## src/rtl/alu_seq_pkg.sv

```systemverilog
// Shared types for the ALU operation sequencer.
//   OP_W    : width of an ALU operation code (maps onto decoder selects C/B/A)
//   state_e : sequencer FSM state
//   op_t    : operation code type
package alu_seq_pkg;

    localparam int unsigned OP_W = 3;

    typedef enum logic {
        IDLE = 1'b0,
        RUN  = 1'b1
    } state_e;

    typedef logic [OP_W-1:0] op_t;

endpackage

```

## src/rtl/alu_op_sequencer_if.sv

```systemverilog
// Request handshake and decoder-facing outputs of the ALU operation sequencer.
//   master : request source / downstream consumer (drives REQ_*, reads outputs)
//   slave  : the sequencer itself
interface alu_op_sequencer_if #(
    parameter int unsigned DEPTH = 2,
    parameter int unsigned CYC_W = 3
);
    import alu_seq_pkg::*;

    localparam int unsigned CNT_W = $clog2(DEPTH + 1);

    logic             REQ_VALID;
    logic             REQ_READY;
    op_t              REQ_OP;
    logic [CYC_W-1:0] REQ_CYC;
    logic             A;
    logic             B;
    logic             C;
    logic             OP_ACTIVE;
    logic             OP_DONE;
    logic [CNT_W-1:0] Q_COUNT;

    modport master (
        output REQ_VALID, REQ_OP, REQ_CYC,
        input  REQ_READY, A, B, C, OP_ACTIVE, OP_DONE, Q_COUNT
    );

    modport slave (
        input  REQ_VALID, REQ_OP, REQ_CYC,
        output REQ_READY, A, B, C, OP_ACTIVE, OP_DONE, Q_COUNT
    );

endinterface

```

## src/rtl/alu_op_fifo.sv

```systemverilog
// Synchronous circular-buffer FIFO holding queued sequencer requests.
//   clk_i            : clock
//   clear_i          : synchronous flush (pointers and count to zero)
//   push_i / wdata_i : write one entry (caller guarantees !full_o)
//   pop_i  / rdata_o : head entry, advanced on pop (caller guarantees !empty_o)
//   full_o, empty_o, count_o : occupancy status
module alu_op_fifo #(
    parameter  int unsigned DEPTH = 2,
    parameter  int unsigned W     = 6,
    localparam int unsigned PTR_W = (DEPTH > 1) ? $clog2(DEPTH) : 1,
    localparam int unsigned CNT_W = $clog2(DEPTH + 1)
) (
    input  logic             clk_i,
    input  logic             clear_i,
    input  logic             push_i,
    input  logic             pop_i,
    input  logic [W-1:0]     wdata_i,
    output logic [W-1:0]     rdata_o,
    output logic             full_o,
    output logic             empty_o,
    output logic [CNT_W-1:0] count_o
);

    logic [W-1:0]     mem_q [DEPTH];
    logic [PTR_W-1:0] wr_ptr_q;
    logic [PTR_W-1:0] rd_ptr_q;
    logic [CNT_W-1:0] count_q;

    // Pointers wrap at DEPTH, which need not be a power of two.
    function automatic logic [PTR_W-1:0] ptr_inc(input logic [PTR_W-1:0] p);
        return (p == PTR_W'(DEPTH - 1)) ? '0 : p + PTR_W'(1);
    endfunction

    // Storage: no reset, validity is tracked by count_q.
    always_ff @(posedge clk_i) begin
        if (push_i && !clear_i) begin
            mem_q[wr_ptr_q] <= wdata_i;
        end
    end

    // Pointer and occupancy bookkeeping.
    always_ff @(posedge clk_i) begin
        if (clear_i) begin
            wr_ptr_q <= '0;
            rd_ptr_q <= '0;
            count_q  <= '0;
        end else begin
            if (push_i) wr_ptr_q <= ptr_inc(wr_ptr_q);
            if (pop_i)  rd_ptr_q <= ptr_inc(rd_ptr_q);
            case ({push_i, pop_i})
                2'b10:   count_q <= count_q + CNT_W'(1);
                2'b01:   count_q <= count_q - CNT_W'(1);
                default: count_q <= count_q;
            endcase
        end
    end

    assign rdata_o = mem_q[rd_ptr_q];
    assign full_o  = (count_q == CNT_W'(DEPTH));
    assign empty_o = (count_q == '0);
    assign count_o = count_q;

endmodule

```

## src/rtl/alu_op_sequencer.sv

```systemverilog
// Queues ALU operation requests and holds each op code on the decoder
// select lines C/B/A for REQ_CYC+1 cycles, back-to-back when queued.
//   CLK, RST (sync, active-high), ABORT (sync flush of current op and queue)
//   bus : request handshake in, A/B/C/OP_ACTIVE/OP_DONE/Q_COUNT/REQ_READY out
module alu_op_sequencer
    import alu_seq_pkg::*;
#(
    parameter int unsigned DEPTH = 2,
    parameter int unsigned CYC_W = 3
) (
    input  logic                CLK,
    input  logic                RST,
    input  logic                ABORT,
    alu_op_sequencer_if.slave   bus
);

    localparam int unsigned CNT_W = $clog2(DEPTH + 1);

    typedef struct packed {
        op_t              op;
        logic [CYC_W-1:0] cyc;
    } entry_t;

    localparam int unsigned ENT_W = $bits(entry_t);

    state_e           state_q, state_d;
    op_t              op_q, op_d;
    logic [CYC_W-1:0] cnt_q, cnt_d;

    logic             push;
    logic             pop;
    logic             fifo_full;
    logic             fifo_empty;
    logic [CNT_W-1:0] fifo_count;
    entry_t           wentry;
    entry_t           head;

    // Ready depends on registered occupancy only, never on a same-cycle pop.
    assign bus.REQ_READY = !fifo_full;
    assign push          = bus.REQ_VALID && !fifo_full && !ABORT && !RST;
    assign wentry        = '{op: bus.REQ_OP, cyc: bus.REQ_CYC};

    alu_op_fifo #(
        .DEPTH (DEPTH),
        .W     (ENT_W)
    ) u_fifo (
        .clk_i   (CLK),
        .clear_i (RST || ABORT),
        .push_i  (push),
        .pop_i   (pop),
        .wdata_i (wentry),
        .rdata_o (head),
        .full_o  (fifo_full),
        .empty_o (fifo_empty),
        .count_o (fifo_count)
    );

    // Next-state: load from queue head when idle or on the final hold cycle.
    always_comb begin
        state_d = state_q;
        op_d    = op_q;
        cnt_d   = cnt_q;
        pop     = 1'b0;
        if (ABORT) begin
            state_d = IDLE;
            op_d    = '0;
            cnt_d   = '0;
        end else begin
            case (state_q)
                IDLE: begin
                    if (!fifo_empty) begin
                        pop     = 1'b1;
                        state_d = RUN;
                        op_d    = head.op;
                        cnt_d   = head.cyc;
                    end
                end
                RUN: begin
                    if (cnt_q != '0) begin
                        cnt_d = cnt_q - CYC_W'(1);
                    end else if (!fifo_empty) begin
                        pop   = 1'b1;
                        op_d  = head.op;
                        cnt_d = head.cyc;
                    end else begin
                        state_d = IDLE;
                    end
                end
                default: state_d = IDLE;
            endcase
        end
    end

    always_ff @(posedge CLK) begin
        if (RST) begin
            state_q <= IDLE;
            op_q    <= '0;
            cnt_q   <= '0;
        end else begin
            state_q <= state_d;
            op_q    <= op_d;
            cnt_q   <= cnt_d;
        end
    end

    // Output decode from registers only.
    assign bus.OP_ACTIVE         = (state_q == RUN);
    assign bus.OP_DONE           = (state_q == RUN) && (cnt_q == '0);
    assign {bus.C, bus.B, bus.A} = (state_q == RUN) ? op_q : '0;
    assign bus.Q_COUNT           = fifo_count;

endmodule

```

## src/flat_wrapper.sv

```systemverilog
// flat-port wrapper written by rule: the top's interface ports become plain ports
module alu_op_sequencer_flat import alu_seq_pkg::*;
#(
    parameter int unsigned DEPTH = 2,
    parameter int unsigned CYC_W = 3
)
  (CLK, RST, ABORT, bus_REQ_VALID, bus_REQ_OP, bus_REQ_CYC, bus_REQ_READY, bus_A, bus_B, bus_C, bus_OP_ACTIVE, bus_OP_DONE, bus_Q_COUNT);
  alu_op_sequencer_if #(.DEPTH(DEPTH), .CYC_W(CYC_W)) bus_i ();
  input  logic CLK;
  input  logic RST;
  input  logic ABORT;
  input wire logic [$bits(bus_i.REQ_VALID)-1:0] bus_REQ_VALID;
  input wire logic [$bits(bus_i.REQ_OP)-1:0] bus_REQ_OP;
  input wire logic [$bits(bus_i.REQ_CYC)-1:0] bus_REQ_CYC;
  output wire logic [$bits(bus_i.REQ_READY)-1:0] bus_REQ_READY;
  output wire logic [$bits(bus_i.A)-1:0] bus_A;
  output wire logic [$bits(bus_i.B)-1:0] bus_B;
  output wire logic [$bits(bus_i.C)-1:0] bus_C;
  output wire logic [$bits(bus_i.OP_ACTIVE)-1:0] bus_OP_ACTIVE;
  output wire logic [$bits(bus_i.OP_DONE)-1:0] bus_OP_DONE;
  output wire logic [$bits(bus_i.Q_COUNT)-1:0] bus_Q_COUNT;
  assign bus_i.REQ_VALID = bus_REQ_VALID;
  assign bus_i.REQ_OP = bus_REQ_OP;
  assign bus_i.REQ_CYC = bus_REQ_CYC;
  assign bus_REQ_READY = bus_i.REQ_READY;
  assign bus_A = bus_i.A;
  assign bus_B = bus_i.B;
  assign bus_C = bus_i.C;
  assign bus_OP_ACTIVE = bus_i.OP_ACTIVE;
  assign bus_OP_DONE = bus_i.OP_DONE;
  assign bus_Q_COUNT = bus_i.Q_COUNT;
  alu_op_sequencer #(.DEPTH(DEPTH), .CYC_W(CYC_W)) u_core (.CLK(CLK), .RST(RST), .ABORT(ABORT), .bus(bus_i));
endmodule
```

## config.mk

```make
export PLATFORM = sky130hd
export DESIGN_NAME = alu_op_sequencer_flat
export DESIGN_NICKNAME = d
export VERILOG_FILES = /design/src/rtl/alu_seq_pkg.sv /design/src/rtl/alu_op_sequencer_if.sv /design/src/rtl/alu_op_fifo.sv /design/src/rtl/alu_op_sequencer.sv /design/src/flat_wrapper.sv
export SDC_FILE = /design/constraint.sdc
export NUM_CORES = 1
export LEC_CHECK = 0
export ABC_AREA = 0
export CORE_AREA = 3 3 55 57
export CTS_CLUSTER_DIAMETER = 60
export CTS_CLUSTER_SIZE = 20
export DETAILED_ROUTE_END_ITERATION = 10
export DIE_AREA = 0 0 58 60
export PLACE_DENSITY = 0.63
export SLEW_MARGIN = 20
export SYNTH_ARGS = -nofsm -noshare
export SYNTH_HDL_FRONTEND = slang
export SYNTH_SLANG_ARGS = --single-unit
```

## constraint.sdc

```tcl
create_clock -name CLK -period 2.31 [get_ports CLK]
set_input_delay 0.3465 -clock CLK [delete_from_list [all_inputs] [get_ports CLK]]
set_output_delay 0.3465 -clock CLK [all_outputs]
set_load 0.01 [all_outputs]
```

# Word level (Yosys, flattened, before mapping)
# Memories as Yosys holds them, arrays and structs flattened. A register that Yosys moved wholly into a read port is not among the register bits.
# Cells that the tools add are included.
# word_totals
ram_bits	12
input_bits	10
ff_bits	11
n_memories	1
# op_classes
n_reduce_logical	15
mux	20
eq_ne	4
n_bitwise	1
add_sub_neg	5
# mem_list
memory	depth	word_bits	rd	rd_clocked_by_memory_dff	wr	line_no	rtl
u_core.u_fifo.mem_q	2	6	1	1	1	alu_op_fifo.sv:24	logic [W-1:0] mem_q [DEPTH];
# ops
cell	count
3-bit 2-to-1 mux	5
3-bit one-hot mux with 2 select lines	2
1-bit 2-to-1 mux	10
1-bit logical AND	5
2-bit == test (second input constant)	2
1-bit zero test	4
1-bit one-hot mux with 2 select lines	2
2-bit one-hot mux with 2 select lines	1
3-bit zero test	1
3-bit nonzero test	1
3-bit by 1-bit subtractor with 3-bit output (second input constant)	1
1-bit adder (second input constant)	2
2-bit by 1-bit adder with 2-bit output (second input constant)	1
2-bit by 1-bit == test with 1-bit output (second input constant)	1
2-bit zero test	1
2-bit != test (second input constant)	1
2-bit nonzero test	1
2-bit OR reduction	1
2-bit by 1-bit subtractor with 2-bit output (second input constant)	1
1-bit logical OR	1
1-bit inverter	1

# Depth between registers and ports, before layout
# Gate-level depths: netlist of the first run.
# logic_depth
word_depth	8
depth_mapped	9
mapped_depth_nobuf	9

# Modules after synthesis
# Synthesis of the first run repeated with hierarchy kept, for this count alone.
# unflattened
cells_unflattened	90
area_unflattened_um2	1078.5
# modules_own_cells
mod	cells_per_inst	area_each_um2	n_inst	seq_area_each_um2
alu_op_fifo	41	639.4	1	460.4
alu_op_sequencer	49	439.2	1	140.1

# Worst setup path before layout of the first run
# Ideal clock, no wire load.
# synth_path
kind	reg-to-reg
startpoint	register u_core.cnt_q[0]
endpoint	register u_core.u_fifo.count_q[1] (netlist: u_core.u_fifo.count_o[1])
synth_period_minus_slack_ps	1873
stages_incl_launch_ff	9
setup_slack_ps	437
t_required_ps	2239
setup_time_ps	71
arrival_ps	1802
cell_sequence	dfxtp_1 -> inv_1 -> ha_1 -> nand2b_1 -> a21oi_4 -> nor2b_1 -> ha_1 -> or3_1 -> a21oi_1
# synth_between
elab_chain_len	6
elab_cells_between_ends	8
classes_between	eq/ne: 2; mux: 4; reduce/logical: 2
# synth_lines
item	line_no	rtl
start, declared	alu_op_sequencer.sv:28	logic [CYC_W-1:0] cnt_q, cnt_d;
start signal, assigned	alu_op_sequencer.sv:102	cnt_q <= cnt_d;
3-bit nonzero test *	alu_op_sequencer.sv:79	if (cnt_q != '0) begin
1-bit 2-to-1 mux *	alu_op_sequencer.sv:79	
1-bit one-hot mux with 2 select lines *	alu_op_sequencer.sv:69	case (state_q)
1-bit 2-to-1 mux *	alu_op_sequencer.sv:64	if (ABORT) begin
net u_core.pop	alu_op_sequencer.sv:31	logic pop;
2-bit by 1-bit == test with 1-bit output or 2-bit == test (tied branches)	alu_op_fifo.sv:50	case ({push_i, pop_i})
2-bit one-hot mux with 2 select lines or 2-bit nonzero test (tied branches)	-	
end signal, assigned	alu_op_fifo.sv:51	2'b10: count_q <= count_q + CNT_W'(1);
end signal, assigned	alu_op_fifo.sv:52	2'b01: count_q <= count_q - CNT_W'(1);
end signal, assigned	alu_op_fifo.sv:53	default: count_q <= count_q;
end, declared	alu_op_fifo.sv:27	logic [CNT_W-1:0] count_q;
# Mark *: on every way through the listed nets, which the timed path passes. The rest lies on a longest branch.
# A chain may end at the register's enable or synchronous reset.

# Worst setup path after layout of the first run
# layout_path
startpoint	register u_core.cnt_q[0]
endpoint	output bus_OP_DONE
# layout_between
elab_chain_len	2
# layout_lines
item	line_no	rtl
3-bit zero test	alu_op_sequencer.sv:108	assign bus.OP_DONE = (state_q == RUN) && (cnt_q == '0);
1-bit logical AND	alu_op_sequencer.sv:108	
end, declared	flat_wrapper.sv:20	output wire logic [$bits(bus_i.OP_DONE)-1:0] bus_OP_DONE;
# No other way between the ends.

==> reports/qor.csv, run 1 <==
stage,metric,value,unit
status,status,"finished, final reports clean",
critical_path,worstRegToRegCells,8,
critical_path,worstSetupEndpointType,primary output,
sta,relSlewSlack,0.649,
synth,synthDistinctLibCells,27,
die,rows,18,
sta,rsz0062_at_grt,false,
die,dieArea,0.00348,mm²
detailed_routing,maxUsedRoutingLayer,met4,
die,start_util,0.403,
detailed_routing,wl_met3,68,µm
critical_path,r2r_slack,380,ps
critical_path,cp_num_buf_inv,2,
detailed_routing,vias_per_cell,4.88,
power_and_ir_drop,leakage,0.426,nW
place,gp_congestion,0.684,
cells_and_area,nFillCells,237,
cells_and_area,finalCoreUtilization,0.504,
critical_path,path_cells,inv_1 -> ha_1 -> nand2_1 -> nor2_1 -> clkdlybuf4s50_1,
critical_path,path_max_fanout,4,
grt,grt-ovfl-total,0,
sta,drv_slew,0,
synth,syn_nets,99,
clock_tree,cts_tree,done,
die,ioPinCount,18,
synth,synth_ff_type,edfxtp_1,
sta,worst_pin_slew,524,ps
min_path,hp-class,reg -> reg,
power_and_ir_drop,total_power,0.000806,W
power_and_ir_drop,power.density,634,mW/mm²
detailed_routing,drt-initial-drc-count,24,
min_path,hold_start,u_core.op_q[0],
cells_and_area,syn2layout_area_growth,25.0,%
critical_path,reg2reg_to,u_core.u_fifo.count_o[1],
sta,fin_crit_sh,0.860,
cells_and_area,ff_latch_area,601,µm²
grt,grt_pass1_vias,588,
critical_path,cpPeakStageDelay,530,ps
cells_and_area,final_nets,119,
die,die_y,60,µm
grt,grt_pass1_wl,2.77,mm
place,place.detailed.hpwl,1.21,mm
sta,final.setup.tns,0,ps
critical_path,critPathTopFamily,buffers and inverters,
detailed_routing,num_vias,659,
synth,synth-edff-count,12,
critical_path,r2r_start,u_core.cnt_q[0],
min_path,holdPathStages,2,
cells_and_area,stdcell_area,0.00127,mm²
clock_tree,clk_latency,310,ps
cells_and_area,drive_above_1_share,0.0857,
clock_tree,post-cts-setup-buffers,0,
critical_path,crit_type,reg -> out,
sta,period_minus_slack,1990,ps
clock_tree,clk_pin_slew,130,ps
sta,setup_violations,0,
sta,clock_skew,1.79,ps
cells_and_area,antenna_cells,0,
detailed_routing,drc,0,
detailed_routing,routed_wirelength,1.65,mm
power_and_ir_drop,peakVddDrop,0.462,mV
synth,async_flop_share,0,
sta,hold_viol_final,0,
grt,track_usage,0.108,
die,die_x,58,µm
cells_and_area,multiInputGateArea,392,µm²
synth,syn_inst,86,
synth,yosysWarningCount,0,
critical_path,slowest_stage,clkdlybuf4s50_1,
synth,syn-mean-instance-area,11.8,µm²
clock_tree,tritoncts.num_buffers,3,
clock_tree,cts_resized,0,
grt,grt_max_degree,15,
detailed_routing,wl_per_cell,12.2,µm
synth,synth_seq_area_share,0.590,
synth,synth-seq-cells,24,
detailed_routing,wirelength_met1,809,µm
detailed_routing,wl_met2,747,µm
critical_path,cp.required,1960,ps
detailed_routing,ant_nets,0,
grt,antenna_found_initial,0,
clock_tree,cts_sinks,24,
clock_tree,clockRootBuffer,clkbuf_4,
critical_path,critPathLaunchType,register,
clock_tree,htreeDepth,1,
sta,max_freq,0.504,GHz
die,coreArea,0.00252,mm²
run,maxCapViolCount,0,
detailed_routing,drtPass1Iterations,4,
place,io_buffers,17,
critical_path,arrival,1640,ps
clock_tree,clk_path_buf_depth,2,
place,placed_area,0.00122,mm²
clock_tree,cts_hold_buffers,0,
synth,synth_area,0.00102,mm²
min_path,holdPathEnd,u_core.op_q[0],
## report_power, final
part	switching, W	internal [W]
Clock	0.000125	0.000175
Sequential	0.00000433	0.000453
Combinational	0.0000211	0.0000271
## metal layers
layer	up-vias	track usage
met1	304	0.141
met2	14	0.165
met3	2	0.0259
li1	339	-
met4	0	0.0596
met5	-	0
## flip-flops by register name, indices dropped and copies added, names as in the netlist, named ones only
signal,count
u_core.bus.OP_ACTIVE,1
u_core.cnt_q,3
u_core.op_q,3
u_core.u_fifo.count_o,2
u_core.u_fifo.mem_q,12
u_core.u_fifo.rd_ptr_q,1
u_core.u_fifo.wr_ptr_q,1
## synth_stat cells (all sizes together) (3+ instances only)
cell type  instances  area (µm²)
inv                3        11.3
and2               3        18.8
nor2              13        53.8
ha                 3        37.5
xnor2              3        26.3
mux2               3        37.5
mux2i              5        50.1
a211oi             4        30.0
o21ai              3        15.0
dfxtp             12         240
a21oi              6        41.3
edfxtp            12         360
## worst max path at each step
stage,to,slack (ps),cells after the start,startpoint
finish,bus_OP_DONE,320,5,u_core.cnt_q[0]
detailed placement,u_core.u_fifo.count_o[1],300,6,ABORT
global placement,u_core.u_fifo.count_o[1],350,6,ABORT
floorplan,u_core.u_fifo.count_o[1],440,8,u_core.cnt_q[0]
global route,bus_OP_DONE,200,5,u_core.cnt_q[0]
CTS,bus_OP_DONE,310,5,u_core.cnt_q[0]
## stage by stage
step                std cells  hold WS, ps  setup WS, ps
CTS                       135          512           307
floorplan                  86          445           437
global placement          131          489           351
finish                    135          507           324
detailed placement        131          493           299
global route              135          532           196
## kinds of logic after synthesis
group | share of synthesized area
AO/OA/AOI/OAI | 0.0923
XOR/XNOR | 0.0344
adder cells (fa/ha/maj) | 0.0369
buffers and inverters | 0.0246
flip-flops | 0.590
multiplexers | 0.0861
AND/OR/NAND/NOR | 0.135
## layout by cell type, fill, tap and decap left out, drive strengths merged
master,Yosys,routed
a21oi,6,6
mux2,3,3
buf,2,1
mux2i,5,5
nor2,13,13
clkdlybuf4s50,0,17
or3,1,1
inv,3,3
nand3,1,1
nor3,1,1
clkbuf,1,3
nand2b,2,2
nor2b,2,2
a211oi,4,4
xnor2,3,3
o21a,1,1
or2,1,1
nand2,2,2
and2,3,3
edfxtp,12,12
xor2,1,1
o21ai,3,3
ha,3,3
bufinv,0,1
nor4bb,1,1
dfxtp,12,12
## cell type report
| cell class | count | share of cell area |
|---|---|---|
| timing repair buffer | 18 | 0.140 |
| sequential | 24 | 0.472 |
| inverter | 3 | 0.00886 |
| clock buffer | 3 | 0.0177 |
| multi-input combinational | 56 | 0.308 |
| clock inverter | 1 | 0.0236 |
| tap | 30 | 0.0295 |
## worst reg2reg max path, cell delays in order, from the launching register on
cell      delay (ps)
dfxtp_1          320
inv_1            100
ha_1             220
nand2b_1         130
a21oi_4          170
nor2b_1          150
ha_1             270
or3_1            380
a21oi_1          130
Note: power is estimated with default switching activity, not from simulation.
==> run 2, diff against run 1 <==
--- a/config.mk
+++ b/config.mk
@@ -6,12 +6,12 @@
 export NUM_CORES = 1
 export LEC_CHECK = 0
 export ABC_AREA = 0
-export CORE_AREA = 3 3 55 57
+export CORE_AREA = 3 3 50 52
 export CTS_CLUSTER_DIAMETER = 60
 export CTS_CLUSTER_SIZE = 20
 export DETAILED_ROUTE_END_ITERATION = 10
-export DIE_AREA = 0 0 58 60
-export PLACE_DENSITY = 0.63
+export DIE_AREA = 0 0 53 55
+export PLACE_DENSITY = 0.76
 export SLEW_MARGIN = 20
 export SYNTH_ARGS = -nofsm -noshare
 export SYNTH_HDL_FRONTEND = slang
==> run 2 against run 1 <==
  * Hold slack lost 5.0 ps
  * Flip-flop and latch count is the same
  * Clock power shrank 42%
  * First-iteration DRC count shrank 38%
  * Power shrank 16%
  * Critical endpoint unchanged
==> reports/qor.csv, run 2 (synthesized netlist as in run 1, its figures left out) <==
stage,metric,value,unit
clock_tree,clockRootBuffer,clkbuf_4,
grt,grt_pass1_vias,636,
cells_and_area,final_cells,134,
place,placed_area,0.00123,mm²
place,dp.cells,131,
sta,final.setup.tns,0,ps
critical_path,r2r_start,u_core.cnt_q[0],
cells_and_area,syn2layout_area_growth,23.2,%
detailed_routing,wl_per_cell,12.2,µm
die,die_x,53,µm
min_path,hp-class,reg -> reg,
critical_path,slowest_stage,clkdlybuf4s50_1,
die,ioPinCount,18,
cells_and_area,layout_commonest_cell,clkdlybuf4s50_1,
grt,antenna_found_initial,0,
die,start_util,0.474,
critical_path,reg2reg_to,u_core.u_fifo.count_o[1],
clock_tree,tritoncts.num_buffers,3,
clock_tree,post-cts-setup-buffers,0,
cells_and_area,drive_above_1_share,0.0943,
detailed_routing,vias_per_cell,5.07,
min_path,holdPathStages,2,
critical_path,r2r_slack,350,ps
clock_tree,cts_resized,0,
clock_tree,clk_latency,300,ps
cells_and_area,final_nets,121,
sta,setup_violations,0,
cells_and_area,nFillCells,191,
cells_and_area,stdcell_area,0.00125,mm²
detailed_routing,routed_wirelength,1.64,mm
sta,clock_skew,1.01,ps
sta,fin_crit_sh,0.856,
place,place.detailed.hpwl,1.22,mm
min_path,holdPathEnd,u_core.op_q[1],
power_and_ir_drop,total_power,0.000681,W
power_and_ir_drop,leakage,0.422,nW
detailed_routing,drc,0,
clock_tree,cts_tree,done,
detailed_routing,drtPass1Iterations,4,
sta,rsz0062_at_grt,false,
cells_and_area,antenna_cells,0,
sta,worst_pin_slew,433,ps
sta,max_freq,0.506,GHz
sta,drv_slew,0,
critical_path,cpPeakStageDelay,540,ps
cells_and_area,largest_reg_flops,12,
critical_path,worstSetupEndpointType,primary output,
critical_path,worstRegToRegCells,8,
clock_tree,clk_pin_slew,120,ps
power_and_ir_drop,peakVddDrop,0.406,mV
sta,hold_viol_final,0,
critical_path,critPathLaunchType,register,
critical_path,path_max_fanout,4,
clock_tree,cts_hold_buffers,0,
critical_path,path_cells,inv_1 -> ha_1 -> nand2_1 -> nor2_1 -> clkdlybuf4s50_1,
sta,relSlewSlack,0.712,
clock_tree,cts_sinks,24,
cells_and_area,regMostFlops,u_core.u_fifo.mem_q,
status,status,"finished, final reports clean",
clock_tree,clk_path_buf_depth,2,
die,coreArea,0.00215,mm²
detailed_routing,ant_nets,0,
critical_path,arrival,1630,ps
critical_path,cp.required,1960,ps
place,gp_congestion,0.731,
critical_path,cp_num_buf_inv,2,
grt,track_usage,0.130,
sta,finalHoldWorstSlack,502,ps
clock_tree,htreeDepth,1,
critical_path,crit_type,reg -> out,
die,die_y,55,µm
sta,period_minus_slack,1980,ps
detailed_routing,num_vias,680,
min_path,hold_start,u_core.op_q[1],
grt,grt-ovfl-total,0,
grt,grt_max_degree,13,
detailed_routing,drt-initial-drc-count,15,
die,dieArea,0.00292,mm²
die,rows,17,
critical_path,critPathTopFamily,buffers and inverters,
cells_and_area,final_cell_mix,"clkdlybuf4s50_1 (17), dfxtp_1 (12), edfxtp_1 (12)",
power_and_ir_drop,power.density,543,mW/mm²
grt,grt_pass1_wl,2.67,mm
cells_and_area,reg_top3,"u_core.u_fifo.mem_q: 12 flops, u_core.cnt_q: 3 flops, u_core.op_q: 3 flops",
place,io_buffers,17,
run,maxCapViolCount,0,
==> run 2: changes by cell type in the layout (fill, tap and decap cells not counted), sizes merged <==
cell | previous run | this run
bufinv | 1 | 0
buf | 1 | 3
==> run 2: report_power, final <==
part | internal [W] | switching (W) | total [W]
logic | 0.0000281 | 0.0000213 | 0.0000494
clock network | 0.0000608 | 0.000113 | 0.000174
registers | 0.000453 | 0.00000439 | 0.000458
==> run 2: metrics by stage <==
step / util / setup slack [ps]
2_1_floorplan: - / 437
3_3_place_gp: 0.573 / 368
3_5_place_dp: 0.573 / 285
4_1_cts: 0.584 / 313
5_1_grt: 0.584 / 190
6_report: 0.584 / 332
==> run 2: cell type report <==
cell class | instances | area, µm² | area share
Sequential cell | 24 | 601 | 0.479
Multi-Input combinational cell | 56 | 392 | 0.312
Inverter | 3 | 11.3 | 0.00898
Tap cell | 28 | 35.0 | 0.0279
Clock buffer | 3 | 22.5 | 0.0180
Timing Repair Buffer | 20 | 193 | 0.154
==> run 2: worst max-delay path by stage <==
stage,start,end,depth (start not counted)
2_1_floorplan,u_core.cnt_q[0],u_core.u_fifo.count_o[1],8
3_3_place_gp,ABORT,u_core.u_fifo.count_o[1],6
3_5_place_dp,ABORT,u_core.u_fifo.count_o[1],6
4_1_cts,u_core.cnt_q[0],bus_OP_DONE,5
5_1_grt,u_core.cnt_q[0],bus_OP_DONE,5
6_report,u_core.cnt_q[0],bus_OP_DONE,5
==> run 2: worst min-delay path: stages (launching register included) <==
cell      delay [ps]
dfxtp_1          320
nor2_1            90
a211oi_1          50
==> run 2: layer usage <==
layer  vias up  part of all wire  track usage
met3         4             0.050       0.0322
met1       317              0.43        0.140
met5         -                 0            0
met4         0             0.015       0.0638
met2        16              0.50        0.240
li1        343                 -            -
